File: config.mk
export PLATFORM = sky130hd
export DESIGN_NAME = conv2_fmap_streamer
export DESIGN_NICKNAME = d
export VERILOG_FILES = /design/src/rtl/conv2_fmap_streamer.sv
export SDC_FILE = /design/constraint.sdc
export NUM_CORES = 1
export LEC_CHECK = 0
export BUFFER_PORTS_ARGS = -buffer_cell sky130_fd_sc_hd__buf_2
export CELL_PAD_IN_SITES_DETAIL_PLACEMENT = 1
export CELL_PAD_IN_SITES_GLOBAL_PLACEMENT = 1
export CORE_MARGIN = 1.5
export CORE_UTILIZATION = 40
export CTS_BUF_LIST = sky130_fd_sc_hd__clkbuf_4
export CTS_CLUSTER_SIZE = 28
export DETAILED_ROUTE_END_ITERATION = 7
export PLACE_DENSITY = 0.93
export SKIP_LAST_GASP = 1
export SLEW_MARGIN = 20
export SYNTH_ARGS = -nofsm -noshare
export SYNTH_HDL_FRONTEND = slang
export SYNTH_SLANG_ARGS = --single-unit
File: constraint.sdc
create_clock -name clk -period 6.96 [get_ports clk]
set_clock_uncertainty 0.15 [all_clocks]
set_input_delay 0.696 -clock clk [delete_from_list [all_inputs] [get_ports clk]]
set_output_delay 0.696 -clock clk [all_outputs]
set_load 0.02 [all_outputs]
File: src/rtl/conv2_fmap_streamer.sv
// conv2_fmap_streamer: streams a stored conv1 feature map out of a synchronous-read
// BRAM in raster order, once per filter pass, into the conv2 line buffer. Each pass
// is preceded by a one-cycle new_filter pulse; done pulses after the last pass drains.
module conv2_fmap_streamer #(
    parameter int DATA_WIDTH = 64,
    parameter int FMAP_W     = 26,
    parameter int FMAP_H     = 26,
    parameter int NUM_PASSES = 4,
    parameter int RD_LAT     = 2,
    parameter int ADDR_WIDTH = $clog2(FMAP_W * FMAP_H)
) (
    input  logic                  clk,
    input  logic                  reset,
    input  logic                  start,
    input  logic                  hold,
    output logic                  busy,
    output logic                  done,
    output logic                  mem_en,
    output logic [ADDR_WIDTH-1:0] mem_addr,
    input  logic [DATA_WIDTH-1:0] mem_dout,
    output logic                  new_filter,
    output logic                  data_push,
    output logic [DATA_WIDTH-1:0] data_in
);

    localparam int NPIX = FMAP_W * FMAP_H;
    localparam int PCW  = (NUM_PASSES > 1) ? $clog2(NUM_PASSES) : 1;
    localparam int DCW  = (RD_LAT > 0) ? $clog2(RD_LAT + 1) : 1;

    localparam logic [ADDR_WIDTH-1:0] LAST_ADDR  = ADDR_WIDTH'(NPIX - 1);
    localparam logic [PCW-1:0]        LAST_PASS  = PCW'(NUM_PASSES - 1);
    localparam logic [DCW-1:0]        LAST_DRAIN = DCW'(RD_LAT);

    typedef enum logic [2:0] {StIdle, StStart, StStream, StDrain, StDone} state_t;

    state_t                state;
    logic [ADDR_WIDTH-1:0] addr;
    logic [ADDR_WIDTH-1:0] last_addr;
    logic [PCW-1:0]        pass_cnt;
    logic [DCW-1:0]        drain_cnt;
    logic [RD_LAT:0]       valid_pipe;

    // A read is issued on every un-held STREAM cycle; when idle the address bus
    // keeps showing the last address actually issued.
    always_comb begin
        mem_en   = (state == StStream) && !hold;
        mem_addr = mem_en ? addr : last_addr;
    end

    // Pass sequencing FSM with registered control pulses and read address counter.
    always_ff @(posedge clk or posedge reset) begin
        if (reset) begin
            state      <= StIdle;
            addr       <= '0;
            last_addr  <= '0;
            pass_cnt   <= '0;
            drain_cnt  <= '0;
            busy       <= 1'b0;
            done       <= 1'b0;
            new_filter <= 1'b0;
        end else begin
            done       <= 1'b0;
            new_filter <= 1'b0;
            unique case (state)
                StIdle: begin
                    if (start) begin
                        state      <= StStart;
                        busy       <= 1'b1;
                        pass_cnt   <= '0;
                        new_filter <= 1'b1;
                    end
                end
                StStart: begin
                    state <= StStream;
                end
                StStream: begin
                    if (!hold) begin
                        last_addr <= addr;
                        if (addr == LAST_ADDR) begin
                            addr      <= '0;
                            drain_cnt <= '0;
                            state     <= StDrain;
                        end else begin
                            addr <= addr + ADDR_WIDTH'(1);
                        end
                    end
                end
                StDrain: begin
                    // Wait out the read pipe so the next new_filter never meets a push.
                    if (drain_cnt == LAST_DRAIN) begin
                        if (pass_cnt == LAST_PASS) begin
                            state <= StDone;
                            done  <= 1'b1;
                        end else begin
                            pass_cnt   <= pass_cnt + PCW'(1);
                            state      <= StStart;
                            new_filter <= 1'b1;
                        end
                    end else begin
                        drain_cnt <= drain_cnt + DCW'(1);
                    end
                end
                StDone: begin
                    state <= StIdle;
                    busy  <= 1'b0;
                end
                default: state <= StIdle;
            endcase
        end
    end

    assign data_push = valid_pipe[RD_LAT];

    // Valid pipe tracks reads in flight; the final stage captures BRAM data.
    always_ff @(posedge clk or posedge reset) begin
        if (reset) begin
            valid_pipe <= '0;
            data_in    <= '0;
        end else begin
            valid_pipe <= {valid_pipe[RD_LAT-1:0], mem_en};
            data_in    <= valid_pipe[RD_LAT-1] ? mem_dout : '0;
        end
    end

endmodule

=== Word-level counts from Yosys, hierarchy flattened ===
Index checks and enable logic that the tools add are counted.

* Output and inout port bits: 79
* Flip-flop bits (word level): 97
* Logic and storage cells: 64
* Bits of input ports: 68

* Bitwise gates (word level): 1
* Equality and inequality tests: 13
* Add/subtract/negate cells: 3
* Reduce and logical (&&, ||, !) cells: 11
* Multiplexer cells: 26

{| class="wikitable"
|+ Operator list
! operator !! number
|-
| $mux 64 || 1
|-
| $mux 10 || 2
|-
| $mux 3 || 5
|-
| $mux 2 || 6
|-
| $pmux 3 s4 || 1
|-
| $reduce_and 4->1 || 3
|-
| $add 10x1->10 const B || 1
|-
| $eq 10x10->1 const B || 1
|-
| $ne 2x2->1 const B || 5
|-
| $pmux 2 s2 || 2
|-
| $mux 1 || 7
|-
| $eq 3x2->1 const B || 2
|-
| $reduce_bool 2->1 || 3
|-
| $add 2x1->2 const B || 2
|-
| $eq 2x2->1 const B || 2
|-
| $pmux 1 s2 || 2
|-
| $reduce_and 2->1 || 2
|-
| $eq 3x1->1 const B || 1
|-
| $eq 3x3->1 const B || 1
|-
| $logic_not 3->1 || 1
|-
| $ne 2x1->1 const B || 1
|-
| $logic_and 1x1->1 || 1
|-
| $logic_not 1->1 || 1
|-
| $not 1->1 || 1
|}

=== Logic depth before layout (Yosys ltp) ===
Gate-level depths: netlist (run 1).

* Word-level depth: 4
* Mapped depth: 6
* Mapped depth without buffers: 6

=== Least setup slack after synthesis (run 1) ===
Ideal clock, no wire load.

* Path type: input to output
* Start: input port hold
* End: output port mem_addr[7]
* Required time: 6,114 ps
* Path buffers: 1
* Stages: 3
* Arrival time: 1,851 ps
* Slack: 4,263 ps
* Cell sequence: or4b_4 -> buf_6 -> o21ai_0

* Word-level cells in the longest chain between the ends: 3

{| class="wikitable"
|+ RTL lines
! what !! line !! text
|-
| start: declaration || 15 || <nowiki>input logic hold,</nowiki>
|-
| $logic_not 1->1 || n/a ||
|-
| $logic_and 1x1->1 || 46 || <nowiki>mem_en = (state == StStream) && !hold;</nowiki>
|-
| $mux 10 || 47 || <nowiki>mem_addr = mem_en ? addr : last_addr;</nowiki>
|-
| end: declaration || 19 || <nowiki>output logic [ADDR_WIDTH-1:0] mem_addr,</nowiki>
|}

Every way passes these cells.

=== Worst setup path in the final report (run 1) ===
* Start: register state[2]
* End: output port mem_addr[6]

* Word-level cells in the longest chain between the ends: 3

{| class="wikitable"
|+ RTL lines
! what !! line !! text
|-
| start: declaration || 36 || <nowiki>state_t state;</nowiki>
|-
| start signal: assignment || 53 || <nowiki>state <= StIdle;</nowiki>
|-
| start signal: assignment || 67 || <nowiki>state <= StStart;</nowiki>
|-
| start signal: assignment || 74 || <nowiki>state <= StStream;</nowiki>
|-
| $eq 3x2->1 || 46 ||
|-
| $logic_and 1x1->1 || 46 ||
|-
| $mux 10 || 47 ||
|}

Every way passes these cells.

==> flow_results.org, run 1 <==
** Placement
- The count of buffers added on input and output ports is 146.
- GP Congestion :: 0.7554
- Post-detail-place hpwl :: 6.078 mm
- Dpl ws :: 3.869 ns

** Route
- Post-route ant nets :: 0
- Iteration-0 DRC Markers :: 46
- Via density per instance :: roughly 4.6
- In the final routing, the length of wire on met1 measures roughly 3.1 mm.
- The detailed router placed between 2000 and 2500 vias in this run.
- Routed Wire Length :: 8.057 mm
- Sum of met3 wire segment lengths after detailed routing :: between 600 and 700 µm
- Detailed-route DRC error count :: 0
- The first detailed-routing pass ran for 4 iterations.
- After detailed routing, no signal wire sits above met4.
- In the final routed layout, each cell accounts on average for 15.23 µm.
- Detailed routing placed a total of 4.128 mm of wire on met2.

** Critical path
- Traced cell by cell, the critical path runs through or4b_4 -> inv_1 -> nand2_1 -> nand2_1 -> buf_2.
- Worst Setup Path Type :: register to primary output
- Delay of the slowest critical-path stage :: around 0.7 ns
- Logic depth of the worst setup path including buffers :: 5
- Reg2Reg Depth :: 5
- Broken down by cell family, the worst path's largest delay share belongs to simple AND/OR/NAND/NOR gates.
- Data on the critical path arrives at its endpoint at between 2 and 2.5 ns.
- STA puts the critical path data required time at 6.11 ns.
- Buffer and inverter count on the worst path :: 2
- Slowest-stage cell, CP :: sky130_fd_sc_hd__or4b_4
- In this run the worst path has a maximum fanout of 20.
- STA classifies the critical path startpoint as a register.
- The cell that appears most often on the critical path is sky130_fd_sc_hd__nand2_1.
- CP endpoint kind :: primary output

** Synthesis
- Counting flops and latches in the post-synthesis netlist gives 97.
- Synth warnings :: 0
- In the synthesized netlist the async set-or-reset flop fraction comes to 100.0%.
- The synthesized design spends more area on one cell type than any other, namely sky130_fd_sc_hd__dfrtp_1.
- Count of flip-flops with a built-in enable after synthesis :: 0
- Among all flip-flop cells after synthesis, the most frequent one is sky130_fd_sc_hd__dfrtp_1.
- Counting every instance in the synthesized netlist gives 272.
- In the post-synthesis netlist, the biggest area contributors are sky130_fd_sc_hd__dfrtp_1 71%, sky130_fd_sc_hd__and2_1 12%, sky130_fd_sc_hd__nand2_1 4.4%.
- Synth unique cells :: 30
- Proportion of synthesized chip area in sequential cells :: 70.60%
- Synth Net Count :: 343
- The commonest cells after synthesis are 97 x sky130_fd_sc_hd__dfrtp_1, 64 x sky130_fd_sc_hd__and2_1, 40 x sky130_fd_sc_hd__nand2_1.
- Combined area of all synthesized cells :: ~3400 µm²
- Most frequent cell after synthesis :: sky130_fd_sc_hd__dfrtp_1
- A synthesized cell averages 12.64 µm².
- The top cell type by area accounts for 70.60% of the synthesized area.

** GRT
- Global-route wire length before repair :: 13.32 mm
- Entering global routing, the biggest net connects 56 pins.
- Global routing usage summed across all routing layers :: 19.57%
- The initial antenna violation count was 0.
- The number of global-route vias before repair was 2692.
- Remaining Overflow, GRT :: 0

** Die
- Std-Cell Core Area :: approximately 8300 µm²
- The floorplan step set the die height to 95.72 µm.
- I/O pin cnt :: 147
- Row generation in the floorplan step produced 33 rows.
- Full die area :: 9161 µm²
- Once the floorplan was initialized, standard cells occupied approximately two fifths of the core.
- The die is 95.72 µm wide.

** STA
- Total count of max-transition violations in the final report :: 0
- Share of the cycle needed by the critical path after routing :: 47.36%
- At the pin with the least slew margin, the transition time is 0.6892 ns.
- Setup violations remaining at the end of the flow were counted as 0.
- After layout, the worst setup slack is between 3 and 4 ns.
- The worst path in the final design needs a cycle of roughly 3.3 ns, including I/O delays and setup.
- Sum of negative setup slack :: 0 ns
- Count of final hold-check violations :: 0
- For this run, the top clock speed supported by timing is between 300 and 400 MHz.
- RSZ-0062 raised after global routing :: false
- Slew margin rel. :: 54.06%

** Run
- Number of maximum-capacitance violations :: 0

** Hold path
- Type of the tightest min-delay check :: input pin to asynchronous set/reset pin

** Pwr
- Static leakage :: 2.524 nW
- Pwr Density :: 329.4 nW/µm²
- Power Total :: about 1.5 mW
- IR analysis of the VDD net gives a maximum drop of 0.0001473 V.

** CTS
- CTS clk-pin slew, worst paths :: 0.17 ns
- Clock latency on the worst-skew pair, taken at its later pin, is 0.43 ns.
- TritonCTS created 9 clock buffers.
- Clock tree synthesis found a total of 97 sinks.
- The number of setup buffers added after CTS is 0.
- In this run the clock root is driven by a sky130_fd_sc_hd__clkbuf_4.
- Buffers inserted to repair hold after CTS numbered 0.
- Maximum level of the CTS H-tree :: 3
- After clock tree synthesis, the repair step resized 0 gates.
- CTS tree :: done
- CTS max path bufs :: 2

** Outcome
- The run finished with clean final reports.

** Layout
- The area growth from synthesis to layout is 28.28%.
- 0 antenna diodes ended up in the layout.
- The post-route netlist has 40.09% of its cells at a drive strength greater than 1.
- In the final layout, the multi-input gates occupy 927.1 µm².
- The sequential cells in the finished layout cover a total of ~2400 µm².
- Nets :: 490
- The filler cells instantiated in the layout total 958.
-- per-layer routing --
layer	vias to the layer above	GRT usage, %
li1	1149	-
met1	1161	21.29
met2	99	34.86
met3	10	7.978
met4	0	5.637
met5	-	0
-- cell usage in the layout, fill, tap and decap left out, types with 2 or more instances in the layout --
| cell | synthesis | final |
|---|---|---|
| sky130_fd_sc_hd__nor2_1 | 9 | 9 |
| sky130_fd_sc_hd__xnor2_1 | 6 | 6 |
| sky130_fd_sc_hd__nand2_1 | 40 | 40 |
| sky130_fd_sc_hd__nand3_1 | 4 | 4 |
| sky130_fd_sc_hd__clkbuf_4 | 0 | 9 |
| sky130_fd_sc_hd__nand4_1 | 3 | 3 |
| sky130_fd_sc_hd__dfrtp_1 | 97 | 97 |
| sky130_fd_sc_hd__inv_8 | 0 | 2 |
| sky130_fd_sc_hd__inv_1 | 6 | 5 |
| sky130_fd_sc_hd__and2_1 | 64 | 64 |
| sky130_fd_sc_hd__ha_1 | 3 | 3 |
| sky130_fd_sc_hd__nor3_1 | 5 | 5 |
| sky130_fd_sc_hd__nor3b_1 | 3 | 3 |
| sky130_fd_sc_hd__o21ai_0 | 3 | 3 |
| sky130_fd_sc_hd__buf_4 | 0 | 2 |
| sky130_fd_sc_hd__buf_2 | 1 | 146 |
| sky130_fd_sc_hd__a21oi_1 | 2 | 2 |
| sky130_fd_sc_hd__xor2_1 | 2 | 2 |
| sky130_fd_sc_hd__clkinv_4 | 0 | 2 |
-- power by group --
group          internal [mW]  switching, mW
Combinational          0.150          0.255
Sequential             0.668         0.0637
Clock                  0.117          0.199
-- layout make-up --
| class | count | share of cell area (%) |
|---|---|---|
| repair buffers | 148 | 16.91 |
| inverters | 6 | 0.5674 |
| clock inverters | 7 | 1.957 |
| flip-flops and latches | 97 | 55.04 |
| well taps | 105 | 2.979 |
| multi-input cells | 157 | 21.02 |
| clock buffers | 9 | 1.532 |
-- state kept, by name (all words and copies together), names as in the netlist --
register / count
state: 3
new_filter: 1
addr: 10
drain_cnt: 2
pass_cnt: 2
last_addr: 10
data_in: 64
done: 1
busy: 1
valid_pipe: 3
-- final timing paths --
path                       slack [ns]             to     startpoint
max                              3.66    mem_addr[6]       state[2]
min in group clk                 0.26  valid_pipe[1]  valid_pipe[0]
min reg2reg                      0.26  valid_pipe[1]  valid_pipe[0]
min                              0.13    data_in[52]          reset
max in group asynchronous        5.44       state[1]          reset
max reg2reg                      4.58        addr[6]       state[2]
-- per-stage QoR --
step / cells / utilization [%] / area, µm² / hold WS [ns]
after floorplan: 272 / - / 3438 / 0.1812
after global placement: 513 / 51.55 / 4257 / 0.2425
after detailed placement: 513 / 51.55 / 4257 / 0.2089
after CTS: 529 / 53.41 / 4410 / 0.1051
after global routing: 529 / 53.41 / 4410 / 0.1192
final: 529 / 53.41 / 4410 / 0.1301
-- kinds of logic (layout without fill, tap and decap cells) --
kind of cell	count (synthesis)	count (layout)	synth area share, %
compound gates	11	11	2.147
xor+xnor	8	8	2.038
fa+ha+maj	3	3	1.092
buf+inv	18	170	2.438
flops	97	97	70.60
mux	1	1	0.3275
simple gates	134	134	21.36
Note: power is estimated with default switching activity, not from simulation.
==> run 2, diff against run 1 <==
--- a/config.mk
+++ b/config.mk
@@ -5,15 +5,16 @@
 export SDC_FILE = /design/constraint.sdc
 export NUM_CORES = 1
 export LEC_CHECK = 0
+export ABC_AREA = 1
 export BUFFER_PORTS_ARGS = -buffer_cell sky130_fd_sc_hd__buf_2
 export CELL_PAD_IN_SITES_DETAIL_PLACEMENT = 1
 export CELL_PAD_IN_SITES_GLOBAL_PLACEMENT = 1
 export CORE_MARGIN = 1.5
-export CORE_UTILIZATION = 40
+export CORE_UTILIZATION = 33
 export CTS_BUF_LIST = sky130_fd_sc_hd__clkbuf_4
 export CTS_CLUSTER_SIZE = 28
 export DETAILED_ROUTE_END_ITERATION = 7
-export PLACE_DENSITY = 0.93
+export PLACE_DENSITY = 0.85
 export SKIP_LAST_GASP = 1
 export SLEW_MARGIN = 20
 export SYNTH_ARGS = -nofsm -noshare
==> constraint.sdc (replaced) <==
create_clock -name clk -period 3 [get_ports clk]
set_clock_uncertainty 0.15 [all_clocks]
set_input_delay 0.3 -clock clk [delete_from_list [all_inputs] [get_ports clk]]
set_output_delay 0.3 -clock clk [all_outputs]
set_load 0.02 [all_outputs]
==> flow_results.org, run 2 <==
** STA
- Of the available clock period, the critical path in the final layout requires 91.22%.
- Slew margin rel. :: 53.66% (-0.40 points)
- Static timing analysis puts the maximum clock frequency at 365.4 MHz.
- The count of final max-slew check failures was 0 (unchanged).
- Least-Margin Pin Slew :: 0.6951 ns (+0.005928 ns)
- Post-layout minimum cycle time :: 2.737 ns
- The post-route worst hold slack came to 0.04963 ns (-0.08051 ns).
- RSZ-0062 raised after global routing :: false
- Count of final hold-check violations :: 0 (unchanged)
- Sum of negative setup slack :: 0 ns (unchanged)
- Count of endpoints failing setup in the final report :: 0 (unchanged)

** CTS
- The buffer count from post-CTS setup fixing is 0 (unchanged).
- CTS clk-pin slew, worst paths :: 0.14 ns (-0.03 ns)
- TritonCTS built the clock tree.
- The clock insertion delay at the later pin of the skew report was 0.42 ns (about the same).
- Hold buffer count at CTS :: 65 (+65)
- Total CTS buffers :: 9 (unchanged)
- The worst-case clock buffer depth is 2 (unchanged).
- Maximum level of the CTS H-tree :: 3 (unchanged)
- The number of cells upsized or downsized after cts is 0 (unchanged).
- The clock sink count came to 97 (unchanged).
- The tree is rooted in a sky130_fd_sc_hd__clkbuf_4.

** Placement
- Port bufs :: 146 (unchanged)
- Number of cells after detailed placement :: 652 (+27%)
- Post-detail-place hpwl :: 6.679 mm (+9.9%)
- GP Congestion :: 0.7697 (+1.9%)

** Layout
- Antenna Cells :: 0 (unchanged)
- In the final layout, the registers with the most flip-flops are data_in: 64 flops, addr: 10 flops, last_addr: 10 flops.
- The area growth from synthesis to layout is 45.55%.
- The library cells used most frequently in the layout, excluding fill and tap cells, are 146 x sky130_fd_sc_hd__buf_2, 110 x sky130_fd_sc_hd__nand2_1, 96 x sky130_fd_sc_hd__dfrtp_1.
- Ranked by flip-flop count, first place goes to data_in.
- Max FFs per register :: 64 (unchanged)
- The share of post-route cells with drive strength above 1 is 28.33% (-12 points).
- The count of non-filler cells in the finished layout is 733 (+39%).
- Nets :: 659 (+34%)
- Commonest non-fill, non-tap cell in the layout :: sky130_fd_sc_hd__buf_2
- The final core utilization came to 48.90% (-4.5 points).

** Pwr
- The switching power was 1.445 mW (+180%).
- The proportion of power drawn by the clock network was 18.4% (-3.4 points).
- Gate power share :: 33.3% (+5.4 points)
- The design internal power was 2.246 mW (+140%).
- Static leakage :: 3.326 nW (+32%)
- The worst voltage drop across the vdd grid is 0.0003687 V (+150%).
- The total power divided by cell area came to 699.4 nW/µm² (+110%).
- The part of the power in registers was 48.3% (-2.1 points).
- The fraction of power spent switching nets is 39.16% (+3.6 points).

** Critical path
- Register-to-Register Setup Slack :: 1.06 ns (-3.52 ns)
- Largest fanout of any net on the critical path :: 21 (+5.0%)
- The worst-case reg-to-reg path depth came to 8 (+3).
- CP endpoint kind :: primary output
- The data arrival at the endpoint of the critical path came to 2.29 ns (-0.16 ns).
- The worst register-to-register path ends at addr[7].
- The worst register-to-register path begins at state[2].
- The data required time of the critical path came to 2.55 ns (-3.56 ns).
- The critical path is of the register to primary output type.
- The worst setup path is launched from a register.

** GRT
- Maximum number of pins on one net before global-route repair :: 66 (+18%)
- The aggregate global-route resource usage came to 20.29% (+0.71 points).
- The aggregate global routing overflow was 0 (unchanged).
- The number of global-route vias before repair is 3769 (+40%).
- In this run the most used layer during global routing was met2.
- Number of antenna violations at the first check in global routing :: 0 (unchanged)
- Met2 Use GR :: 38.76% (+3.9 points)
- The routing usage on met1 was 20.43% (-0.86 points).
- The routing usage on met3 is 6.840% (-1.1 points).
- The global-route wire length before repair was 17.98 mm (+35%).

** Synthesis
- Synth unique cells :: 26 (-13%)
- Asr flop ratio synth :: 100.0% (unchanged)
- Synth top area cells :: sky130_fd_sc_hd__dfrtp_1 67%, sky130_fd_sc_hd__nand2_1 11%, sky130_fd_sc_hd__inv_1 9.0%
- Number of cells produced by synthesis :: 375 (+38%)
- The sequential area share after synthesis came to 66.94% (-3.7 points).
- Number of storage elements in the synthesis netlist :: 97 (unchanged)
- Most common library cells after synthesis :: 110 x sky130_fd_sc_hd__nand2_1, 97 x sky130_fd_sc_hd__dfrtp_1, 87 x sky130_fd_sc_hd__inv_1
- The number of warnings reported in the yosys synthesis log came to 0 (unchanged).
- The fraction of post-synthesis cell area in the top cell type by area came to 66.94% (-3.7 points).
- Synth Area per Inst :: 9.669 µm² (-24%)
- The summed instance area of the synthesized netlist was 3626 µm² (+5.5%).
- Library cell occupying the most area in the post-synthesis netlist :: sky130_fd_sc_hd__dfrtp_1
- Synth Net Count :: 446 (+30%)
- Count of flip-flops with a built-in enable after synthesis :: 0 (unchanged)
- Most common flop cell mapped by yosys :: sky130_fd_sc_hd__dfrtp_1
- Most frequent cell after synthesis :: sky130_fd_sc_hd__nand2_1

** Die
- The initial core utilization is 33.60% (-8.0 points).
- The I/O pin total is 147 (unchanged).
- The vertical die dimension came to 107.8 µm (+13%).
- The horizontal die dimension was 107.8 µm (+13%).
- Std-Cell Core Area :: 10790 µm² (+31%)
- The number of placement rows was 38 (+15%).
- Full die area :: 11630 µm² (+27%)

** Route
- Detailed-route DRC error count :: 0 (unchanged)
- The final antenna-violating net count came to 0 (unchanged).
- Iteration-0 DRC Markers :: 118 (+160%)
- The detailed-route via count came to 3222 (+33%).
- The detailed-route wire length was 11.34 mm (+41%).
- Via density per instance :: 4.396 (-3.9%)
- Detailed-routing iteration count for the pre-antenna-repair pass :: 4 (unchanged)
- Wire length per cell :: 15.47 µm (+1.6%)

** Run
- Number of maximum-capacitance violations :: 0 (unchanged)

** Hold path
- The startpoint identified for the worst hold timing path is start.
- The worst hold path passes through 3 cells.
- For hold timing, the worst endpoint is busy.
- Type of the tightest min-delay check :: input pin to register

** Outcome
- The flow ran to the end, and the final reports show no timing, DRC or antenna violations.
run 2: metrics by stage:
step | setup slack, ns | power [mW] | area, µm²
3_3_place_gp | 0.9133 | 2.862 | 4496
5_1_grt | 0.03360 | 3.921 | 5278
4_1_cts | 0.1974 | 3.705 | 5275
3_5_place_dp | 0.7092 | 2.957 | 4496
2_1_floorplan | 0.01628 | 2.527 | 3626
6_report | 0.2634 | 3.691 | 5278
run 2: cell type report:
type | instances | area, µm²
Clock buffer | 9 | 67.56
Clock inverter | 7 | 61.31
Fill cell | 1277 | 5515
Inverter | 87 | 329.1
Multi-Input combinational cell | 180 | 804.5
Sequential cell | 97 | 2431
Tap cell | 140 | 175.2
Timing Repair Buffer | 213 | 1409
run 2: per-layer routing:
metal	share of wire, %	up-vias
met4	1.8	0
met5	0	-
met1	37	1586
li1	-	1522
met2	55	96
met3	6.4	18
run 2: power by group through the flow:
| stage | registers [mW] | logic [mW] | clock network [mW] |
|---|---|---|---|
| 5_1_grt | 1.82 | 1.35 | 0.748 |
| 3_5_place_dp | 1.80 | 1.16 | 0 |
| 4_1_cts | 1.77 | 1.22 | 0.706 |
| 3_3_place_gp | 1.78 | 1.08 | 0 |
| 2_1_floorplan | 1.88 | 0.648 | 0 |
| 6_report | 1.78 | 1.23 | 0.678 |
run 2: worst max-delay path by stage:
stage / from / to / slack, ns / cells after the start
after floorplan: reset / addr[0] / 0.02 / 1
after global placement: state[2] / mem_addr[2] / 0.91 / 7
after detailed placement: state[2] / mem_addr[7] / 0.71 / 7
after CTS: state[2] / mem_addr[7] / 0.20 / 7
after global routing: state[2] / mem_addr[9] / 0.03 / 7
final: state[2] / mem_addr[7] / 0.26 / 7
run 2: logic make-up after synthesis:
logic type | synth area share [%]
AOI/OAI and AO/OA | 3.002
adders and majority gates | 1.035
DFF | 66.94
and+or+nand+nor | 17.67
buffers and inverters | 10.87
xor gates and xnor gates | 0.4832
run 2: worst max-delay path, stage by stage, from the launching register on:
cell and delay (ns):
sky130_fd_sc_hd__dfrtp_1 0.46, sky130_fd_sc_hd__nor2_1 0.14, sky130_fd_sc_hd__nand2_1 0.09, sky130_fd_sc_hd__nor2_2 0.08, sky130_fd_sc_hd__buf_4 0.24, sky130_fd_sc_hd__inv_1 0.29
sky130_fd_sc_hd__o21ai_0 0.34, sky130_fd_sc_hd__buf_2 0.22
